==> config.mk <==
export PLATFORM = sky130hd
export DESIGN_NAME = decode_issue_stage
export DESIGN_NICKNAME = d
export VERILOG_FILES = /design/src/rtl/decode_issue_stage.sv
export SDC_FILE = /design/constraint.sdc
export NUM_CORES = 1
export LEC_CHECK = 0
export BUFFER_PORTS_ARGS = -buffer_cell sky130_fd_sc_hd__buf_2
export CORE_AREA = 2 2 199 201
export CTS_CLUSTER_SIZE = 16
export DETAILED_ROUTE_END_ITERATION = 10
export DIE_AREA = 0 0 201 203
export GPL_TIMING_DRIVEN = 0
export HOLD_SLACK_MARGIN = 0.05
export PLACE_DENSITY = 0.72
export SYNTH_ARGS = -nofsm -noshare
export SYNTH_HDL_FRONTEND = slang
export SYNTH_SLANG_ARGS = --single-unit
==> constraint.sdc <==
create_clock -name clk -period 2.6 [get_ports clk]
set_input_delay 0.13 -clock clk [delete_from_list [all_inputs] [get_ports clk]]
set_output_delay 0.13 -clock clk [all_outputs]
set_load 0.03 [all_outputs]
==> src/rtl/decode_issue_stage.sv <==
// RV32I decode/issue stage: operand select, decode, 2-entry skid buffer.
// Optional M-extension decode enabled by defining DECODE_MEXT_EN.
module decode_issue_stage #(
  parameter int XLEN    = 32,
  parameter int NUM_FWD = 7,
  parameter int SEL_W   = $clog2(NUM_FWD + 1)
) (
  input  logic                    clk,
  input  logic                    rst,
  input  logic                    flush,
  input  logic                    in_valid,
  output logic                    in_ready,
  input  logic [31:0]             in_instr,
  input  logic [XLEN-1:0]         in_pc,
  input  logic [XLEN-1:0]         rf_rs1_data,
  input  logic [XLEN-1:0]         rf_rs2_data,
  input  logic [NUM_FWD*XLEN-1:0] fwd_data,
  input  logic [SEL_W-1:0]        hazard_sel1,
  input  logic [SEL_W-1:0]        hazard_sel2,
  output logic                    out_valid,
  input  logic                    out_ready,
  output logic [XLEN-1:0]         out_op1,
  output logic [XLEN-1:0]         out_op2,
  output logic [XLEN-1:0]         out_store_data,
  output logic [4:0]              out_rd,
  output logic                    out_reg_write,
  output logic [4:0]              out_exec_type,
  output logic                    out_au,
  output logic                    out_mul,
  output logic                    out_lsu,
  output logic                    out_illegal,
  output logic [XLEN-1:0]         out_pc
);

  typedef struct packed {
    logic [XLEN-1:0] pc;
    logic [XLEN-1:0] op1;
    logic [XLEN-1:0] op2;
    logic [XLEN-1:0] sd;
    logic [4:0]      rd;
    logic [4:0]      exec;
    logic            rw;
    logic            au;
    logic            mul;
    logic            lsu;
    logic            ill;
  } ent_t;

  localparam logic [6:0] OP_R   = 7'b0110011;
  localparam logic [6:0] OP_I   = 7'b0010011;
  localparam logic [6:0] OP_LD  = 7'b0000011;
  localparam logic [6:0] OP_ST  = 7'b0100011;
  localparam logic [6:0] OP_LUI = 7'b0110111;
  localparam logic [6:0] OP_AUI = 7'b0010111;

  logic [XLEN-1:0] src1, src2;
  logic [XLEN-1:0] imm_i, imm_s, imm_u;
  logic [6:0]      opc, f7;
  logic [2:0]      f3;
  ent_t            dec, m, s;
  logic            m_valid, s_valid;
  logic            acc, drain;

  assign opc = in_instr[6:0];
  assign f3  = in_instr[14:12];
  assign f7  = in_instr[31:25];

  assign imm_i = {{(XLEN-12){in_instr[31]}}, in_instr[31:20]};
  assign imm_s = {{(XLEN-12){in_instr[31]}},
                  in_instr[31:25], in_instr[11:7]};
  assign imm_u = {{(XLEN-32){in_instr[31]}},
                  in_instr[31:12], 12'b0};

  // Out-of-range selects fall back to the regfile value.
  always_comb begin
    src1 = rf_rs1_data;
    src2 = rf_rs2_data;
    for (int k = 0; k < NUM_FWD; k++) begin
      if (hazard_sel1 == SEL_W'(k + 1))
        src1 = fwd_data[k*XLEN +: XLEN];
      if (hazard_sel2 == SEL_W'(k + 1))
        src2 = fwd_data[k*XLEN +: XLEN];
    end
  end

  always_comb begin
    dec    = '0;
    dec.pc = in_pc;
    dec.rd = in_instr[11:7];
    unique case (opc)
      OP_R: begin
        dec.au  = 1'b1;
        dec.rw  = 1'b1;
        dec.op1 = src1;
        dec.op2 = src2;
        unique case (f7)
          7'b0000000: begin
            unique case (f3)
              3'd0: dec.exec = 5'd0;
              3'd1: dec.exec = 5'd9;
              3'd2: dec.exec = 5'd15;
              3'd3: dec.exec = 5'd17;
              3'd4: dec.exec = 5'd7;
              3'd5: dec.exec = 5'd11;
              3'd6: dec.exec = 5'd5;
              3'd7: dec.exec = 5'd3;
            endcase
          end
          7'b0100000: begin
            if (f3 == 3'd0)      dec.exec = 5'd2;
            else if (f3 == 3'd5) dec.exec = 5'd13;
            else                 dec.ill  = 1'b1;
          end
`ifdef DECODE_MEXT_EN
          7'b0000001: begin
            dec.au   = 1'b0;
            dec.mul  = 1'b1;
            dec.exec = {2'b00, f3};
          end
`endif
          default: dec.ill = 1'b1;
        endcase
      end
      OP_I: begin
        dec.au  = 1'b1;
        dec.rw  = 1'b1;
        dec.op1 = src1;
        dec.op2 = imm_i;
        unique case (f3)
          3'd0: dec.exec = 5'd1;
          3'd2: dec.exec = 5'd16;
          3'd3: dec.exec = 5'd18;
          3'd4: dec.exec = 5'd8;
          3'd6: dec.exec = 5'd6;
          3'd7: dec.exec = 5'd4;
          3'd1: begin
            if (f7 == 7'b0000000) dec.exec = 5'd10;
            else                  dec.ill  = 1'b1;
          end
          3'd5: begin
            if (f7 == 7'b0000000)      dec.exec = 5'd12;
            else if (f7 == 7'b0100000) dec.exec = 5'd14;
            else                       dec.ill  = 1'b1;
          end
        endcase
      end
      OP_LD: begin
        dec.lsu = 1'b1;
        dec.rw  = 1'b1;
        dec.op1 = src1;
        dec.op2 = imm_i;
        unique case (f3)
          3'd0:    dec.exec = 5'd0;
          3'd1:    dec.exec = 5'd1;
          3'd2:    dec.exec = 5'd2;
          3'd4:    dec.exec = 5'd3;
          3'd5:    dec.exec = 5'd4;
          default: dec.ill  = 1'b1;
        endcase
      end
      OP_ST: begin
        dec.lsu = 1'b1;
        dec.op1 = src1;
        dec.op2 = imm_s;
        dec.sd  = src2;
        unique case (f3)
          3'd0:    dec.exec = 5'd5;
          3'd1:    dec.exec = 5'd6;
          3'd2:    dec.exec = 5'd7;
          default: dec.ill  = 1'b1;
        endcase
      end
      OP_LUI: begin
        dec.au   = 1'b1;
        dec.rw   = 1'b1;
        dec.exec = 5'd19;
        dec.op1  = imm_u;
      end
      OP_AUI: begin
        dec.au   = 1'b1;
        dec.rw   = 1'b1;
        dec.exec = 5'd20;
        dec.op1  = in_pc;
        dec.op2  = imm_u;
      end
      default: dec.ill = 1'b1;
    endcase
  end

  assign in_ready = ~s_valid;
  assign acc      = in_valid & ~s_valid;
  assign drain    = m_valid & out_ready;

  // S only fills when M is stalled, so S always holds the younger entry.
  always_ff @(posedge clk) begin
    if (rst) begin
      m_valid <= 1'b0;
      s_valid <= 1'b0;
      m       <= '0;
      s       <= '0;
    end else if (flush) begin
      m_valid <= 1'b0;
      s_valid <= 1'b0;
    end else if (s_valid) begin
      if (drain) begin
        m       <= s;
        s_valid <= 1'b0;
      end
    end else if (acc) begin
      if (!m_valid || out_ready) begin
        m       <= dec;
        m_valid <= 1'b1;
      end else begin
        s       <= dec;
        s_valid <= 1'b1;
      end
    end else if (drain) begin
      m_valid <= 1'b0;
    end
  end

  assign out_valid      = m_valid;
  assign out_op1        = m.op1;
  assign out_op2        = m.op2;
  assign out_store_data = m.sd;
  assign out_rd         = m.rd;
  assign out_reg_write  = m.rw;
  assign out_exec_type  = m.exec;
  assign out_au         = m.au;
  assign out_mul        = m.mul;
  assign out_lsu        = m.lsu;
  assign out_illegal    = m.ill;
  assign out_pc         = m.pc;

endmodule
### Word-level counts from Yosys, hierarchy flattened

Memories as Yosys holds them, arrays and structs flattened.
Cells that the tools add are included.

| storage, ports and cells | value |
|---|---|
| bits of input ports | 363 |
| bits in read-only memories | 40 |
| bits in registers | 287 |
| memories kept | 1 |

Memory list:

| memory | depth | width | read ports | clocked after memory_dff | write ports | line | source |
|---|---|---|---|---|---|---|---|
| (name not given) | 8 | 5 | 1 | 0 | 0 | 98 | `unique case (f3)` |

| cells by class | value |
|---|---|
| reduce and logical (&&, ||, !) cells | 19 |
| mux-type cells | 51 |
| eq/ne operators | 30 |
| bitwise gates (word level) | 5 |

Operators with widths:

| cell | count |
|---|---|
| $mux 143 | 4 |
| $mux 32 | 15 |
| $pmux 32 s4 | 1 |
| $pmux 32 s3 | 1 |
| $pmux 5 s8 | 1 |
| $eq 3x3->1 const B | 12 |
| $pmux 5 s6 | 1 |
| $eq 7x6->1 const B | 4 |
| $eq 3x2->1 const B | 6 |
| $mux 1 | 17 |
| $mux 4 | 4 |
| $eq 7x5->1 const B | 2 |
| $pmux 3 s4 | 1 |
| $pmux 5 s2 | 1 |
| $reduce_or 5->1 | 2 |
| $eq 3x1->1 const B | 3 |
| $pmux 3 s3 | 1 |
| $reduce_and 4->1 | 2 |
| $reduce_or 2->1 | 4 |
| $reduce_or 4->1 | 2 |
| $eq 7x2->1 const B | 1 |
| $logic_not 7->1 | 1 |
| $reduce_bool 2->1 | 3 |
| $mux 5 | 1 |
| 10 further kinds | 15 |

### Depth between registers and ports, before layout

Gate-level depths: netlist (run 1).

| logic depth | value |
|---|---|
| depth after elaboration | 12 |
| mapped depth | 9 |
| mapped depth without buffers | 8 |

### Worst setup path after synthesis (run 1)

OpenSTA, ideal clock, no wires.

| timing | value |
|---|---|
| kind | register to register |
| start | register m_valid, in the netlist out_valid |
| end | register s[69] (netlist bit) |
| data arrival time | 1.894 ns |
| clock period less this slack | 2.027 ns |
| cell stages (with the launch flop) | 7 |
| slack | 0.573 ns |
| path buffers | 2 |
| cell sequence | dfxtp_1 -> nand2_1 -> or4_4 -> buf_2 -> a21oi_2 -> buf_2 -> a311oi_1 |

| between the ends | value |
|---|---|
| word-level cells in the longest chain between the ends | 4 |

RTL lines:

| what | line | source |
|---|---|---|
| start, declared | 61 | `logic m_valid, s_valid;` |
| start signal, assigned | 197 | `m_valid <= 1'b0;` |
| start signal, assigned | 202 | `m_valid <= 1'b0;` |
| start signal, assigned | 212 | `m_valid <= 1'b1;` |
| $logic_not 1->1 | 210 | `if (!m_valid \|\| out_ready) begin` |
| $logic_or 1x1->1 | 210 |  |
| $not 1->1 (no line) | - |  |
| $reduce_and 4->1 (no line) | - |  |
| end signal, assigned | 200 | `s <= '0;` |
| end signal, assigned | 214 | `s <= dec;` |
| end, declared | 60 | `ent_t dec, m, s;` |

No other way between the ends.
A chain may end at the register's enable or synchronous reset.

### Worst setup path after layout (run 1)

| timing | value |
|---|---|
| start | input port hazard_sel2[0] |
| end | register s[67] (netlist bit) |

| between the ends | value |
|---|---|
| word-level cells in the longest chain between the ends | 9 |
| elaborated cells on any way between the ends | 15 |
| classes of those cells | 7 x eq/ne; 8 x mux |

RTL lines:

| what | line | source |
|---|---|---|
| start, declared | 19 | `input logic [SEL_W-1:0] hazard_sel2,` |
| $eq 3x1->1 | 81 | `if (hazard_sel2 == SEL_W'(k + 1))` |
| $mux 32 (6 in series) | 81 |  |
| $mux 32 * | 81 |  |
| $pmux 32 s4 * | 90 | `unique case (opc)` |

Mark *: on every way between the ends. The rest lies on a longest branch, timed or not.

==> results.yml, run 1 <==
global_routing:
  antenna_found_initial: 18
  grt_usage_pct: 44.28
  grt_use_met2_pct: 70.18
  gr-max-usage-layer: "met2"
  met3_usage_pct: 10.10
  overflow: 0
  grt_max_degree: 15
  grt_util_met1_pct: 53.75
  grt_pass1_wl_um: 134700
  grt_pass1_vias: 20230
sta:
  rsz0062_at_grt: "no"
  clock_skew_ns: 0.02777
  finalHoldViolCount: 0
  finalCritPeriodShare_pct: 100.8
  maxSlewHeadroom_pct: 26.09
  finalCriticalPeriod_ns: 2.620
  setup_viol: 2
  worst_pin_slew_ns: 1.109
  max_freq_mhz: 381.6
  report.final.slew_viol_count: 0
  fin_ws_ns: -0.02035
worst_setup_path:
  crit_arrival_ns: 3.12
  cp_slowest_cell: "a21oi_1"
  r2r_setup_slack_ns: 0.14
  cp_top_family: "compound AO/OA/AOI/OAI gates"
  path_class: "in2reg"
  crit_chain: "buf_2 > buf_4 > buf_4 > clkbuf_1 > a22oi_1 > o32a_1 > a21oi_1 > nand2_1 > a311oi_1"
  critPathCaptureType: "register"
  rr_startpoint: "out_valid"
  r2r_cells: 6
  max_stage_delay_ns: 0.85
  r2r-end: "s[73]"
  cp_common_cell: "buf_4"
  crit_buf_inv: 4
  cp.required_ns: 3.10
  crit_fanout: 10
  path_depth: 9
  cp-start-kind: "primary input"
cells_and_area:
  area_growth_pct: 27.30
  post_route_cells_drive_above_1_share_pct: 27.78
  nets: 3063
  post-route-util_pct: 58.29
  finalInstanceArea_um2: 22420
place:
  place_ws_ns: -0.5728
  routabilityCongestion: 1.006
  place_area_um2: 20780
  dp_hpwl_um: 74940
  io_buffers: 503
clocking:
  cts_buffers: 29
  cts_root_buf: "clkbuf_16"
  cts_tree: "built"
  cts_sinks: 286
  cts_setup_buffers: 0
  clk_latency_ns: 0.59
  htreeDepth: 1
  max-clock-path-buffers: 3
  cts.clk_slew.worst_paths_ns: 0.06
floorplanning:
  die_h_um: 203
  initial_core_util_pct: 45.79
  io_pins: 508
  die_w_um: 201
  core_region_area_um2: 38470
  rows: 72
  die-area_um2: 40800
drt:
  via_per_inst: 6.522
  routed_wl_um: 93960
  antenna_left: 0
  first_iter_violations: 2370
  route.detailed.drc: 0
  first_pass_iters: 6
  num_vias: 21230
  wl_per_cell_um: 28.87
power_and_ir_drop:
  p_switching_mw: 3.711
  max-vdd-ir-drop_mv: 0.4090
  pwr_density_cell_nw_per_um2: 526.3
  seqPwrFrac_pct: 38.8
  power_mw: 11.80
  pwr-share-clk_pct: 37.7
  switching_share_pct: 31.45
  cellLeakagePower_nw: 8.901
  comb_power_share_pct: 23.5
  p_int_mw: 8.088
logic_synthesis:
  syn_inst: 2103
  ys_warn_count: 0
  yosys-top-cells-area: "dfxtp_1 (33%), mux4_2 (9.3%), a21oi_1 (5.6%), nor2_1 (5.6%), mux2i_1 (5.4%)"
  syn_avg_cell_area_um2: 8.375
  synth_edf_count: 0
  syn-cell-area_um2: 17610
  syn_nets: 2471
  yosysTopAreaCell: "dfxtp_1"
  netlist.area_leader.share_pct: 32.51
  synth_cell_type_count: 66
  ys_seq_area_share_pct: 32.51
  ys.flop_type: "dfxtp_1"
  yosys_register_bits: 286
  synthArstFlopShare_pct: 0
worst_hold_path:
  hold_path_depth: 5
  hold_path_class: "in2reg"
  hp-start: "fwd_data[72]"
  min_to: "out_op1[8]"
outcome:
  outcome: "complete, but fails checks"
  violations: "setup timing"
run:
  max-cap-violations: 0
## power groups by stage
stage | Sequential [mW] | Clock [mW] | Combinational (mW)
finish | 4.58 | 4.45 | 2.78
global route | 4.58 | 4.61 | 2.87
CTS | 4.57 | 4.42 | 2.68
detailed placement | 4.67 | 0 | 2.60
global placement | 4.67 | 0 | 2.60
floorplan | 4.84 | 0 | 1.22
## how the worst max path moves through the flow
stage                              start          end  slack, ns
after detailed placement  hazard_sel2[0]        s[66]      -0.57
after floorplan                out_valid        s[69]       0.57
after CTS                        s_valid  out_op1[16]       0.02
after global routing           out_valid        s[73]       0.01
final                     hazard_sel2[0]        s[67]      -0.02
after global placement    hazard_sel2[0]        s[66]      -0.54
## worst min-delay path: stages
cell,delay (ns)
buf_2,0.10
a21oi_1,0.06
a21oi_1,0.14
a221oi_1,0.09
o22ai_1,0.14
## cell usage after synthesis (13+ instances only)
library cell / count
a211oi_1: 68
a21oi_1: 198
nor2_1: 263
nand2_1: 208
a22o_1: 26
a311oi_1: 22
buf_2: 49
inv_1: 24
o211ai_1: 46
or3_1: 18
mux2i_1: 95
clkbuf_1: 131
mux4_2: 73
nand2b_1: 45
o21ai_0: 67
nor3_1: 91
buf_4: 17
o22ai_1: 18
a32oi_1: 18
and3_1: 17
mux2_2: 30
nor4b_1: 46
a221oi_1: 46
a22oi_1: 40
dfxtp_1: 286
o32a_1: 18
nand3_1: 26
nor2b_1: 13
## kinds of logic (layout without fill, tap and decap cells)
kind of cell | after synthesis | in the layout | share of synthesized area [%]
compound gates | 626 | 626 | 24.26
xor+xnor | 1 | 1 | 0.04974
fa+ha+maj | 5 | 5 | 0.3552
buf+inv | 237 | 852 | 6.067
flops | 286 | 286 | 32.51
mux | 198 | 198 | 16.65
other cells | 1 | 20 | 0.02129
simple gates | 749 | 749 | 20.09
## layout make-up
class,instances,area (µm²)
Antenna cell,19,47.55
Buffer,212,982.2
Clock buffer,45,835.8
Clock inverter,9,152.6
Fill cell,3615,16050
Inverter,25,93.84
Multi-Input combinational cell,1580,10840
Sequential cell,286,5725
Tap cell,518,648.1
Timing Repair Buffer,561,3098
## placed cells by master (no fill, tap or decap), types with 6 or more instances in the layout
master,netlist,layout
o22a_1,8,8
and3_1,17,17
clkbuf_1,131,137
a221oi_1,46,46
clkbuf_16,0,29
o22ai_1,18,18
buf_6,7,7
buf_1,7,6
a211oi_1,68,68
clkbuf_2,1,7
o32a_1,18,18
a22oi_1,40,40
or3_1,18,18
nand2_1,208,208
a22o_1,26,26
mux4_2,73,73
a21oi_1,198,196
a32oi_1,18,18
nor4b_1,46,46
o21ai_0,67,67
nand3_1,26,26
o211ai_1,46,46
mux2_2,30,30
nor3_1,91,91
dfxtp_1,286,286
a21oi_2,6,8
nor2_1,263,262
a311oi_1,22,22
buf_2,49,552
mux2i_1,95,95
diode_2,0,19
buf_4,17,17
nand2b_1,45,45
dlygate4sd3_1,0,58
inv_1,24,24
nor2b_1,13,13
a211o_1,8,8
## sequential cells by signal, indices dropped and copies added (netlist names)
signal          count
out_reg_write       1
out_valid           1
s                 142
out_rd              5
out_op2            32
s_valid             1
out_op1            32
out_store_data     32
out_au              1
out_pc             32
out_lsu             1
out_illegal         1
out_exec_type       5
## routing by layer
metal / vias to the layer above / wire length, µm
met5: - / 10
met4: 2 / 7359
met3: 338 / 10200
met2: 1579 / 41700
met1: 10220 / 34690
li1: 9088 / -
## per-stage QoR
step / hold WS, ns / instances / TNS (ns)
3_5_place_dp: 0.4059 / 3124 / -16.99
2_1_floorplan: 0.2085 / 2103 / 0
4_1_cts: 0.1212 / 3236 / 0
3_3_place_gp: 0.3979 / 3124 / -17.31
6_report: 0.1452 / 3255 / -0.02684
5_1_grt: 0.1558 / 3250 / 0
## repair_timing
item / 4_1_cts / 5_1_grt
endpoints found under the hold margin: 125 / 0
setup endpoints to repair: 36 / 38
gates resized for setup: 3 / 9
hold buffers: 58 / 0
No activity file was read; power rests on OpenSTA's default activity.
==> inputs of run 2 (changes only) <==
--- a/config.mk
+++ b/config.mk
@@ -5,7 +5,7 @@
 export SDC_FILE = /design/constraint.sdc
 export NUM_CORES = 1
 export LEC_CHECK = 0
-export BUFFER_PORTS_ARGS = -buffer_cell sky130_fd_sc_hd__buf_2
+export BUFFER_PORTS_ARGS = -buffer_cell sky130_fd_sc_hd__buf_4
 export CORE_AREA = 2 2 199 201
 export CTS_CLUSTER_SIZE = 16
 export DETAILED_ROUTE_END_ITERATION = 10
==> run 2 against run 1 <==
Net effect: the flow still finishes with violations (setup timing); count of clock-buffer cells in the layout down 4; register-to-register slack about the same; design area up 5.6%; clock skew down 0.0012 ns; sequential power about the same; flip-flop and latch count unchanged; utilization up 3.3 points; critical path type unchanged; highest routed layer is now met4.
==> results.yml, run 2 (synthesis results as in run 1) <==
outcome:
  outcome: "complete, but fails checks"
  violations: "setup timing"
cells_and_area:
  finalInstanceArea_um2: 23680
  nets: 3063
  regMostFlops: "s"
  area_growth_pct: 34.43
  final_common_cell: "buf_4"
  post_route_cells_drive_above_1_share_pct: 28.01
  post-route-util_pct: 61.55
  largest_reg_flops: 142
  layout_common_cells: "buf_4 (520), dfxtp_1 (286), nor2_1 (262), nand2_1 (208), a21oi_1 (197)"
sta:
  maxSlewHeadroom_pct: 19.29
  report.final.slew_viol_count: 0
  holdWs_ns: 0.1275
  finalCriticalPeriod_ns: 2.616
  clock_skew_ns: 0.02656
  finalHoldViolCount: 0
  fin_ws_ns: -0.01619
  finalCritPeriodShare_pct: 100.6
  worst_pin_slew_ns: 1.211
  setup_viol: 1
  max_freq_mhz: 382.2
  rsz0062_at_grt: "no"
worst_setup_path:
  path_class: "in2reg"
  crit_fanout: 10
  crit_path_start: "hazard_sel2[0]"
  cp_top_family: "compound AO/OA/AOI/OAI gates"
  path_depth: 9
  r2r_setup_slack_ns: 0.13
  critPathCaptureType: "register"
  cp_slowest_cell: "a21oi_1"
  crit_buf_inv: 4
  crit_arrival_ns: 3.10
  max_stage_delay_ns: 0.92
  r2r-end: "out_op1[17]"
  cp_common_cell: "buf_4"
  cp.required_ns: 3.08
  crit_chain: "buf_4 > buf_4 > buf_4 > clkbuf_1 > a22oi_1 > o32a_1 > a21oi_1 > nand2_1 > a311oi_1"
  rr_startpoint: "out_valid"
  r2r_cells: 7
  cp-start-kind: "primary input"
drt:
  via_per_inst: 6.540
  first_pass_iters: 6
  first_iter_violations: 2752
  antenna_left: 0
  wl_per_cell_um: 29.11
  routed_wl_um: 94600
  route.detailed.drc: 0
  num_vias: 21260
global_routing:
  overflow: 0
  grt_usage_pct: 44.67
  grt_max_degree: 15
  grt_pass1_wl_um: 135900
  antenna_found_initial: 15
  grt_pass1_vias: 20750
clocking:
  clk_latency_ns: 0.57
  cts_setup_buffers: 0
  cts_root_buf: "clkbuf_16"
  max-clock-path-buffers: 3
  cts_sinks: 286
  cts.clk_slew.worst_paths_ns: 0.07
  cts_tree: "built"
  htreeDepth: 1
  cts_buffers: 29
floorplanning:
  die_w_um: 201
  die-area_um2: 40800
  io_pins: 508
  initial_core_util_pct: 45.79
  core_region_area_um2: 38470
  rows: 72
  die_h_um: 203
place:
  place_area_um2: 22040
  io_buffers: 503
  routabilityCongestion: 1.023
  dp_hpwl_um: 75700
  place_ws_ns: -0.5489
power_and_ir_drop:
  power_mw: 11.96
  pwr_density_cell_nw_per_um2: 505.0
  max-vdd-ir-drop_mv: 0.4683
  cellLeakagePower_nw: 9.227
worst_hold_path:
  hold_path_depth: 5
  min_to: "out_op1[8]"
  hold_path_class: "in2reg"
  hp-start: "fwd_data[72]"
run:
  max-cap-violations: 0
run 2: worst reg2reg max path: stages (launching register included):
cell	delay, ns
dfxtp_1	0.44
nand2_1	0.09
a22o_1	0.24
nor2_2	0.30
clkbuf_2	0.42
buf_2	0.36
o311ai_0	0.32
a21oi_1	0.21
run 2: layout make-up:
cell class | count | area [µm²]
Antenna cell | 15 | 37.54
Buffer | 212 | 980.9
Clock buffer | 41 | 870.8
Clock inverter | 12 | 122.6
Fill cell | 3390 | 14790
Inverter | 25 | 93.84
Multi-Input combinational cell | 1580 | 10840
Sequential cell | 286 | 5725
Tap cell | 518 | 648.1
Timing Repair Buffer | 561 | 4357
run 2: power breakdown:
| group | leakage [nW] | internal, mW | switching, mW |
|---|---|---|---|
| clock network | 0.492 | 2.53 | 1.85 |
| logic | 6.41 | 1.20 | 1.80 |
| registers | 2.32 | 4.50 | 0.0875 |
| total | 9.23 | 8.22 | 3.74 |
run 2: metrics by stage:
| step | TNS (ns) | instances |
|---|---|---|
| after floorplan | 0 | 2103 |
| after global placement | -14.13 | 3124 |
| after detailed placement | -17.07 | 3124 |
| after CTS | 0 | 3235 |
| after global routing | 0 | 3250 |
| final | -0.01619 | 3250 |
run 2: worst max path at each step:
stage / end
floorplan: s[69]
global placement: s[66]
detailed placement: s[66]
CTS: s[66]
global route: s[65]
finish: s[67]
run 2: timing repair:
action / in CTS / in global routing
gates cloned: 0 / 0
resized for setup: 3 / 7
hold endpoints to repair: 121 / 0
endpoints found under the setup margin: 38 / 42
hold buffers: 58 / 0
run 2: routing by layer:
metal | routed length (µm) | share of wire [%] | vias to the layer above | track usage (%)
met4 | 7571 | 8.0 | 0 | 30.90
met5 | 0 | 0 | - | 0
li1 | - | - | 9067 | -
met2 | 42320 | 45 | 1668 | 71.35
met3 | 10790 | 11 | 366 | 9.599
met1 | 33920 | 36 | 10160 | 53.97
==> inputs of run 3 (changes only) <==
--- a/config.mk
+++ b/config.mk
@@ -12,7 +12,8 @@
 export DIE_AREA = 0 0 201 203
 export GPL_TIMING_DRIVEN = 0
 export HOLD_SLACK_MARGIN = 0.05
-export PLACE_DENSITY = 0.72
+export PLACE_DENSITY_LB_ADDON = 0.15
 export SYNTH_ARGS = -nofsm -noshare
 export SYNTH_HDL_FRONTEND = slang
 export SYNTH_SLANG_ARGS = --single-unit
+export TNS_END_PERCENT = 50
==> run 3 against run 2 <==
Net effect: the run still ends with setup timing left; hold slack lost 0.0067 ns; critical path depth shrank 1; register-to-register slack lost 0.03 ns; maximum frequency shrank 2.6%; clock power grew 4%; final cell count is essentially flat; count of clock-buffer cells in the layout grew 2; sequential share of layout area is essentially flat; critical endpoint is now s[90]; largest cell class unchanged.
==> results.yml, run 3 (synthesis results as in run 1) <==
cells_and_area:
  area_growth_pct: 34.49
  nets: 3064
  largest_reg_flops: 142
  post_route_cells_drive_above_1_share_pct: 27.79
  finalInstanceArea_um2: 23690
  layout_common_cells: "buf_4 (520), dfxtp_1 (286), nor2_1 (263), nand2_1 (208), a21oi_1 (198)"
  regMostFlops: "s"
  final_cells: 3248
  post-route-util_pct: 61.58
  final_common_cell: "buf_4"
power_and_ir_drop:
  cellLeakagePower_nw: 9.240
  power_mw: 12.06
  pwr_density_cell_nw_per_um2: 509.3
  max-vdd-ir-drop_mv: 0.4693
global_routing:
  antenna_found_initial: 15
  grt_pass1_wl_um: 134300
  overflow: 0
  grt_usage_pct: 44.05
  grt_pass1_vias: 20390
  grt_max_degree: 16
clocking:
  cts_tree: "built"
  cts_setup_buffers: 0
  cts_root_buf: "clkbuf_16"
  clk_latency_ns: 0.59
  max-clock-path-buffers: 3
  cts_sinks: 286
  cts.clk_slew.worst_paths_ns: 0.07
  htreeDepth: 1
  cts_buffers: 30
run:
  max-cap-violations: 0
place:
  place_ws_ns: -0.4436
  io_buffers: 503
  dp_hpwl_um: 74980
  routabilityCongestion: 1.022
  dp_cells: 3124
  place_area_um2: 22040
floorplanning:
  core_region_area_um2: 38470
  rows: 72
  die-area_um2: 40800
  io_pins: 508
  die_h_um: 203
  die_w_um: 201
  initial_core_util_pct: 45.79
worst_setup_path:
  cp.required_ns: 3.07
  critPathCaptureType: "register"
  path_class: "in2reg"
  crit_fanout: 10
  crit_arrival_ns: 3.15
  cp-start-kind: "primary input"
sta:
  maxSlewHeadroom_pct: 9.059
  fin_ws_ns: -0.08520
  finalHoldViolCount: 0
  finalCritPeriodShare_pct: 103.3
  report.final.slew_viol_count: 0
  fin_tns_setup_ns: -0.08520
  max_freq_mhz: 372.4
  clock_skew_ns: 0.02389
  worst_pin_slew_ns: 1.356
  setup_viol: 1
  finalCriticalPeriod_ns: 2.685
  rsz0062_at_grt: "no"
  holdWs_ns: 0.1209
worst_hold_path:
  hold_path_class: "in2reg"
drt:
  via_per_inst: 6.474
  wl_per_cell_um: 28.84
  route.detailed.drc: 0
  first_iter_violations: 2780
  antenna_left: 0
  first_pass_iters: 6
  routed_wl_um: 93680
  num_vias: 21030
outcome:
  violations: "setup timing"
  outcome: "complete, but fails checks"
[run 3: cell type report]
cell class | instances | area, µm²
antenna | 13 | 32.53
buffer | 212 | 982.2
clock buffer | 43 | 859.6
clock inverter | 10 | 161.4
fill | 3392 | 14780
inverter | 25 | 93.84
multi-input combinational | 1580 | 10830
sequential | 286 | 5725
tap | 518 | 648.1
timing repair buffer | 561 | 4357
[run 3: critical path, stage by stage]
cell,delay (ns)
buf_4,0.11
nand4bb_1,0.48
nor2_1,0.94
buf_2,0.52
o21ai_0,0.15
a21oi_1,0.33
a221oi_1,0.15
a211oi_1,0.32
[run 3: power by group]
part / internal [mW] / leakage (nW) / switching, mW
logic: 1.20 / 6.42 / 1.76
registers: 4.50 / 2.32 / 0.0843
clock network: 2.68 / 0.504 / 1.85
total: 8.37 / 9.24 / 3.69
[run 3: path summary, 6_finish.rpt]
path | startpoint | to | slack (ns) | cells after the start
max | in_instr[3] | s[90] | -0.09 | 8
min | in_instr[17] | s[96] | 0.12 | 5
max reg2reg | out_valid | s[71] | 0.10 | 6
min reg2reg | s[123] | s[123] | 0.45 | 2
[run 3: layer usage]
layer	GRT usage [%]	up-vias	wire (µm)
li1	-	9062	-
met4	29.50	4	7328
met3	8.604	349	10610
met1	53.49	10000	33490
met2	71.14	1612	42220
met5	0	-	30
[run 3: what timing repair did]
| action | CTS | global route |
|---|---|---|
| resized for setup | 3 | 5 |
| endpoints found under the hold margin | 127 | 0 |
| pin swaps | 0 | 0 |
| hold buffers | 58 | 0 |
| setup endpoints to repair | 22 | 24 |
